==> src/rtl/tt_sweep_ctrl.sv <==
// Sweeps all 16 input vectors of a 4-input gate and grades its truth table against EXPECTED_TT.
// Latency: 16*(SETTLE_CYCLES+1)+2 cycles from accepted start to the done pulse.
// Backpressure: none; start is a single-cycle request that is ignored while busy, and abort cancels a sweep.
module tt_sweep_ctrl #(
   parameter int          SETTLE_CYCLES = 2,
   parameter logic [15:0] EXPECTED_TT   = 16'h240F
) (
   input  logic        clk,
   input  logic        rst_n,
   input  logic        start,
   input  logic        abort,
   input  logic        dut_out,
   output logic [3:0]  dut_in,
   output logic        busy,
   output logic        done,
   output logic [15:0] tt_captured,
   output logic [15:0] mismatch_mask,
   output logic [4:0]  fail_count,
   output logic [3:0]  first_fail_idx,
   output logic        pass
);

   typedef enum logic [2:0] {IDLE, SETTLE, CAPTURE, EVAL, DONE} state_t;

   // Last value of the settle counter before moving on to the capture cycle
   localparam logic [7:0] SETTLE_LAST = (SETTLE_CYCLES > 0) ? 8'(SETTLE_CYCLES - 1) : 8'd0;
   // With no settle time, every vector starts directly in its capture cycle
   localparam state_t VEC_ENTRY = (SETTLE_CYCLES > 0) ? SETTLE : CAPTURE;

   state_t      state;
   state_t      state_nxt;
   logic [3:0]  index;
   logic [7:0]  settle_cnt;
   logic        accept;
   logic [15:0] eval_mask;
   logic [4:0]  eval_count;
   logic [3:0]  eval_first;

   assign accept = (state == IDLE) && start && !abort;
   assign dut_in = index;

   // State register
   always_ff @(posedge clk or negedge rst_n) begin
      if (!rst_n) state <= IDLE;
      else        state <= state_nxt;
   end

   // Next-state logic; abort takes priority in every active state except DONE
   always_comb begin
      state_nxt = state;
      case (state)
         IDLE:    if (accept) state_nxt = VEC_ENTRY;
         SETTLE:  if (abort) state_nxt = IDLE;
                  else if (settle_cnt == SETTLE_LAST) state_nxt = CAPTURE;
         CAPTURE: if (abort) state_nxt = IDLE;
                  else if (index == 4'd15) state_nxt = EVAL;
                  else state_nxt = VEC_ENTRY;
         EVAL:    state_nxt = abort ? IDLE : DONE;
         DONE:    state_nxt = IDLE;
         default: state_nxt = IDLE;
      endcase
   end

   // Status outputs decoded from the current state
   always_comb begin
      busy = (state != IDLE);
      done = (state == DONE);
   end

   // Grading of the complete captured table: mismatch bits, their count and the lowest failing index
   always_comb begin
      eval_mask  = tt_captured ^ EXPECTED_TT;
      eval_count = 5'd0;
      eval_first = 4'd0;
      for (int i = 15; i >= 0; i--) begin
         if (eval_mask[i]) begin
            eval_count = eval_count + 5'd1;
            eval_first = 4'(i);
         end
      end
   end

   // Vector index, settle timer, capture and result registers
   always_ff @(posedge clk or negedge rst_n) begin
      if (!rst_n) begin
         index          <= 4'd0;
         settle_cnt     <= 8'd0;
         tt_captured    <= 16'd0;
         mismatch_mask  <= 16'd0;
         fail_count     <= 5'd0;
         first_fail_idx <= 4'd0;
         pass           <= 1'b0;
      end else begin
         if (state == SETTLE && state_nxt == SETTLE) settle_cnt <= settle_cnt + 8'd1;
         else                                         settle_cnt <= 8'd0;

         if (accept) begin
            index          <= 4'd0;
            tt_captured    <= 16'd0;
            mismatch_mask  <= 16'd0;
            fail_count     <= 5'd0;
            first_fail_idx <= 4'd0;
            pass           <= 1'b0;
         end

         // Index saturates at 15 so the last vector stays on dut_in after the sweep
         if (state == CAPTURE && !abort) begin
            tt_captured[index] <= dut_out;
            if (index != 4'd15) index <= index + 4'd1;
         end

         if (state == EVAL && !abort) begin
            mismatch_mask  <= eval_mask;
            fail_count     <= eval_count;
            first_fail_idx <= eval_first;
            pass           <= (eval_mask == 16'd0);
         end
      end
   end

endmodule

==> config.mk <==
export PLATFORM = sky130hd
export DESIGN_NAME = tt_sweep_ctrl
export DESIGN_NICKNAME = d
export VERILOG_FILES = /design/src/rtl/tt_sweep_ctrl.sv
export SDC_FILE = /design/constraint.sdc
export NUM_CORES = 1
export LEC_CHECK = 0
export CAP_MARGIN = 20
export CORE_ASPECT_RATIO = 0.6
export CORE_MARGIN = 2
export CORE_UTILIZATION = 62
export CTS_CLUSTER_DIAMETER = 30
export CTS_CLUSTER_SIZE = 40
export DETAILED_ROUTE_END_ITERATION = 12
export PLACE_DENSITY = 0.88
export REMOVE_ABC_BUFFERS = 1
export SLEW_MARGIN = 20
export SYNTH_ARGS = -nofsm -noshare
export SYNTH_HDL_FRONTEND = slang
export SYNTH_SLANG_ARGS = --single-unit
export TNS_END_PERCENT = 1
==> constraint.sdc <==
create_clock -name clk -period 18.3 [get_ports clk]
set_input_delay 5.49 -clock clk [delete_from_list [all_inputs] [get_ports clk]]
set_output_delay 5.49 -clock clk [all_outputs]
set_load 0.01 [all_outputs]
# Word level (Yosys, flattened, before mapping)
# Cells that the tools add are included.
dict set report totals {
  output_inout_bits 48
  inputBits 5
  reg_bits 57
  word_cells 103
}
dict set report classes {
  bitwise 1
  n_eq_ne 8
  add_sub_neg 17
  n_lt_le_gt_ge 2
  n_reduce_logical 11
  n_mux 56
}
# op count
set op_table {}
lappend op_table {{$mux W4} 21}
lappend op_table {{$mux W5} 16}
lappend op_table {{$add A5 B1 Y5 const B} 14}
lappend op_table {{$mux W16} 4}
lappend op_table {{$bwmux W16} 1}
lappend op_table {{$logic_not A16 Y1} 1}
lappend op_table {{$mux W3} 4}
lappend op_table {{$pmux W3 S4} 1}
lappend op_table {{$add A8 B1 Y8 const B} 1}
lappend op_table {{$eq A8 B1 Y1 const B} 1}
lappend op_table {{$mux W8} 1}
lappend op_table {{$eq A3 B1 Y1 const B} 2}
lappend op_table {{$eq A3 B2 Y1 const B} 2}
lappend op_table {{$logic_and A1 B1 Y1} 6}
lappend op_table {{$mux W2} 3}
lappend op_table {{$not A6 Y6} 1}
lappend op_table {{$lt A4 B5 Y1 const B} 1}
lappend op_table {{$add A4 B1 Y4 const B} 1}
lappend op_table {{$demux W1 S4} 1}
lappend op_table {{$eq A4 B4 Y1 const B} 1}
lappend op_table {{$ge A4 B1 Y1 const B} 1}
lappend op_table {{$mux W1} 4}
lappend op_table {{$ne A4 B4 Y1 const B} 1}
lappend op_table {{$eq A3 B3 Y1 const B} 1}
lappend op_table {{other kinds (5)} 5}

# Logic depth before layout (Yosys ltp)
dict set report depth {
  ltp_word 32
  depth_mapped 42
  ltp_nobuf 41
}

# Worst setup path after synthesis
# Ideal clock, no wire load.
dict set report synth_timing {
  kind {reg2reg}
  start {reg tt_captured[14]}
  end {reg fail_count[4]}
  synth_period_minus_slack_ps 7613
  path_stages_with_launch 43
  setup_ps 121
  required_time_ps 18179
  path_buffers 1
  arrival_time_ps 7492
  slack_ps 10687
  cell_sequence {dfrtp_1 inv_1 ha_1 buf_4 xnor2_1 ha_1 nor2b_1 o21ai_0 o31ai_1 xor2_1 nor2_1 a21oi_1 ha_1 nor2_1 a31oi_1 nand2_1 xor2_1 mux2i_1 [7 not listed] nand2_1 o21ai_0 a21oi_1 xnor2_1 a21oi_1 ha_1 a22oi_1 xor2_1 o21ai_0 ha_1 mux2_2 ha_1 mux2_2 ha_1 nand2b_1 nor3_1 xnor3_1 a22o_1}
}
dict set report synth_between {
  elab_chain_len 30
}
# item line
set synth_rtl {}
lappend synth_rtl {{start: declaration} 16} ;# output logic [15:0] tt_captured,
lappend synth_rtl {{start signal: indexed assignment} 108} ;# tt_captured[index] <= dut_out;
lappend synth_rtl {{$mux W2 (*)} 76} ;# if (eval_mask[i]) begin
lappend synth_rtl {{$add A5 B1 Y5} 77} ;# eval_count = eval_count + 5'd1;
lappend synth_rtl {{$mux W5 (*)} 76}
lappend synth_rtl {{$add A5 B1 Y5} 77}
lappend synth_rtl {{$mux W5 (*)} 76}
lappend synth_rtl {{$add A5 B1 Y5} 77}
lappend synth_rtl {{$mux W5 (*)} 76}
lappend synth_rtl {{$add A5 B1 Y5} 77}
lappend synth_rtl {{[14 not listed]} --}
lappend synth_rtl {{$mux W5 (*)} 76}
lappend synth_rtl {{$add A5 B1 Y5} 77}
lappend synth_rtl {{$mux W5 (*)} 76}
lappend synth_rtl {{$add A5 B1 Y5} 77}
lappend synth_rtl {{$mux W5 (*)} 76}
lappend synth_rtl {{$add A5 B1 Y5} 77}
lappend synth_rtl {{$mux W5 (*)} 76}
lappend synth_rtl {{$mux W5 (*)} 112} ;# if (state == EVAL && !abort) begin
lappend synth_rtl {{end signal: assignment} 114} ;# fail_count <= eval_count;
lappend synth_rtl {{end: declaration} 18} ;# output logic [4:0] fail_count,
# Mark *: on every way between the ends. The rest lies on a longest branch, timed or not.
# A chain may end at the register's enable or synchronous reset.

# Worst setup path after layout
# Ends and elaborated chain as after synthesis.

==> run metrics <==
total internal power=236.0 uW; average cell area after synthesis=between 8 and 9 um2; horizontal extent of the die=between 100 and 150 um; DRC violation count after routing=0; area share of the largest cell type after synthesis=a little under a third; critical path's most frequent cell=ha_1; number of cells traversed by the worst register-to-register path=41; final wirelength=~12,000 um; buffers added on ports=between 50 and 60; max frequency=0.1148 GHz; total of fill cells in the finished design=between 400 and 500; violation count after the first detailed-routing iteration=roughly 500; clock sink total=57; nature of the critical path endpoint=flip-flop; class of the most critical hold timing path=reg -> reg; final critical path time including I/O delays and setup=8.713 ns; cell type group with the largest total delay on the critical path=adder cells; flop and latch count out of synthesis=57; Starting Density=65.66%; sequential element share of the synthesized area=approximately a third; Max IR drop VDD=between 40 and 50 uV; async set or reset register ratio after synthesis=between 90% and 100%; number of global-route vias before repair=3,749; routability congestion estimate=about 0.9; transition time at the pin with the least slew margin=0.7387 ns; status=finished, final reports clean; pre-CTS setup slack=approximately 10 ns; deepest level of the CTS H-tree=3; placed instance count=between 600 and 700; busiest layer in global routing=met2; number of cells traversed by the worst hold path=2; overall die area=between 7000 and 8000 um2; summed instance area of the synthesized netlist=approximately 4500 um2; PnR worst setup slack=9.587 ns; height of the chip=~70 um; Post-synth EDFFs=0; critical path startpoint category=flip-flop; biggest area consumer among synthesized cells=dfrtp_1; largest fanout of any net on the critical path=8; number of stages on the worst setup path=41; Slowest cell on crit path=ha_1; Finish-stage setup viols=0; Total Neg Setup Slack=0 ns; net total in the final layout=580; internal reg-to-reg setup slack=about 9.6 ns; tightest slew margin relative to the limit=50.62%; total number of yosys warnings=0; number of hold violations in the final report=0; critical path type=reg -> reg; clock latency on the worst-skew pair=approximately 0.33 ns; Comb pwr share=roughly 4.7%; leakage power summed over all cells=roughly 0.0022 uW; met2 track utilization from global routing=between 40% and 50%; max-cap check violation count=0; cell area power density=roughly 58 nW/um2; switching power=~70 uW; mean routed wirelength per cell=~18 um; half-perimeter wire length after detailed placement=around 8200 um; Core Rows=23; gate count after technology mapping=between 500 and 600; pin count of the biggest net entering global routing=between 50 and 60; buffer type at the clock tree root=clkbuf_16; register clock-pin slew on the reported worst setup and hold paths=approximately 0.050 ns; Req. time, crit path=roughly 19 ns; CTS Hold Bufs=0; routing usage on met1=a little under half; vias post-DR=4,057; core area=around 6800 um2; Netlist cell types=65; Most used DFF post-synth=dfrtp_1; number of antenna violations at the first check in global routing=0; fraction of power consumed by the clock network=a little over half; setup fix buffers added after clock tree synthesis=0; share of final-layout standard cells stronger than drive strength 1=about 7.4%; power share of the sequential group=42.3%; setup repair after global routing missed its margin=no; Sw Share=approximately 23%; I/O pin cnt=53; Final Non-Filler Cells=approximately 640; synth top area cells=dfrtp_1 (32%), ha_1 (6.7%), nand2_1 (6.5%), xnor2_1 (5.3%), xor2_1 (4.5%); via density per instance=~6.3; gr usage total=approximately 31%; fraction of the cycle the final worst path needs=between 40% and 50%; Routed Antenna Nets=0; post-cts sizing count=0; arrival time of the worst setup path=approximately 8.9 ns; Synth-to-Final Area Change=18.27%; clk_skew=between 0.003 and 0.004 ns; buffers and inverters on the worst path=1; total count of max-transition violations in the final report=0; met3 layer usage reported by global route=just over 7%; total CTS buffers=9; clock tree from TritonCTS=done; count of antenna diodes in the layout=0; first-pass GRT wire length=19,100 um; iteration count of the initial detailed-routing pass=7; total congestion overflow=0; maximum clock path buffer count=2; delay contributed by the slowest stage of the critical path=0.43 ns
==> power by group through the flow <==
stage	clock, uW	sequential [uW]	combinational, uW
after detailed placement	0	132	14.1
final	162	130	14.3
after global placement	0	131	13.7
after CTS	162	129	14.3
after global routing	168	130	15.9
after floorplan	0	131	5.55
==> area by class of cell <==
type	count	area, um2	share of cell area (%)
clock buffer	9	225.2	4.252
clock inverter	6	60.06	1.134
timing repair buffer	54	530.5	10.02
multi-input combinational	411	2878	54.33
inverter	18	67.56	1.276
sequential	57	1426	26.93
tap	87	108.9	2.055
==> synthesized netlist by cell type, types with 13 or more instances <==
cell	number
clkbuf_1	23
dfrtp_1	57
xnor2_1	27
xor2_1	23
o21ai_0	34
a21oi_1	16
nand3_1	25
nand2_1	77
nor2_1	38
o211ai_1	13
inv_1	17
ha_1	24
==> per-layer routing <==
metal / up-vias / share of wire (%)
met5: - / 0
met4: 0 / 0.70
met3: 14 / 9.4
met2: 231 / 44
met1: 1943 / 46
li1: 1869 / -
==> worst min-delay path: stages, from the launching register on <==
cell and delay, ns:
dfrtp_1 0.34, nand2_1 0.04, o21ai_0 0.06
==> layout by cell type, fill, tap and decap left out, types with 3 or more instances in the layout <==
| master | synthesis | final |
|---|---|---|
| nand2_1 | 77 | 77 |
| dfrtp_1 | 57 | 57 |
| clkdlybuf4s50_1 | 0 | 51 |
| nor2_1 | 38 | 37 |
| o21ai_0 | 34 | 34 |
| xnor2_1 | 27 | 27 |
| nand3_1 | 25 | 25 |
| ha_1 | 24 | 24 |
| xor2_1 | 23 | 23 |
| inv_1 | 17 | 17 |
| a21oi_1 | 16 | 16 |
| o211ai_1 | 13 | 13 |
| nor2b_1 | 11 | 11 |
| clkbuf_16 | 0 | 9 |
| nand4_1 | 8 | 8 |
| a22o_1 | 8 | 8 |
| nand2b_1 | 7 | 7 |
| mux2i_1 | 7 | 7 |
| nor3b_1 | 6 | 6 |
| and3_1 | 6 | 6 |
| nor3_1 | 6 | 6 |
| and2_1 | 6 | 6 |
| xnor3_2 | 5 | 5 |
| o31ai_1 | 4 | 4 |
| nand3b_1 | 4 | 4 |
| mux2_2 | 3 | 3 |
| or3_1 | 3 | 3 |
| a32o_1 | 3 | 3 |
| clkinv_2 | 0 | 3 |
==> worst paths after layout <==
path / startpoint / to
max: tt_captured[14] / fail_count[4]
min: fail_count[0] / fail_count[0]
max reg2reg: tt_captured[14] / fail_count[4]
min reg2reg: fail_count[0] / fail_count[0]
max in group asynchronous: rst_n / mismatch_mask[11]
min in group asynchronous: rst_n / fail_count[2]
==> through the flow <==
step,utilization (%),hold WS (ns),cell area [um2],total power (uW)
2_1_floorplan,-,0.4933,4364,137.0
3_3_place_gp,73.40,0.4675,5006,145.2
3_5_place_dp,73.40,0.4776,5006,145.6
4_1_cts,77.58,0.4866,5291,306.0
5_1_grt,77.66,0.5155,5296,313.6
6_report,77.66,0.4803,5296,306.2
==> state kept, by name, indices dropped and copies added (netlist names) <==
register,count
settle_cnt,8
first_fail_idx,4
dut_in,4
pass,1
tt_captured,16
fail_count,5
mismatch_mask,16
state,3
==> kinds of logic (layout without fill, tap and decap cells) <==
kind of cell    count (synthesis)  count (layout)  synth area share, %
compound gates                102             102                15.03
xor+xnor                       63              63                16.37
fa+ha+maj                      24              24                6.706
buf+inv                        46              87                4.051
flops                          57              57                31.85
mux                            11              11                2.822
simple gates                  211             211                23.16
Power figures use the tool's default switching activity.
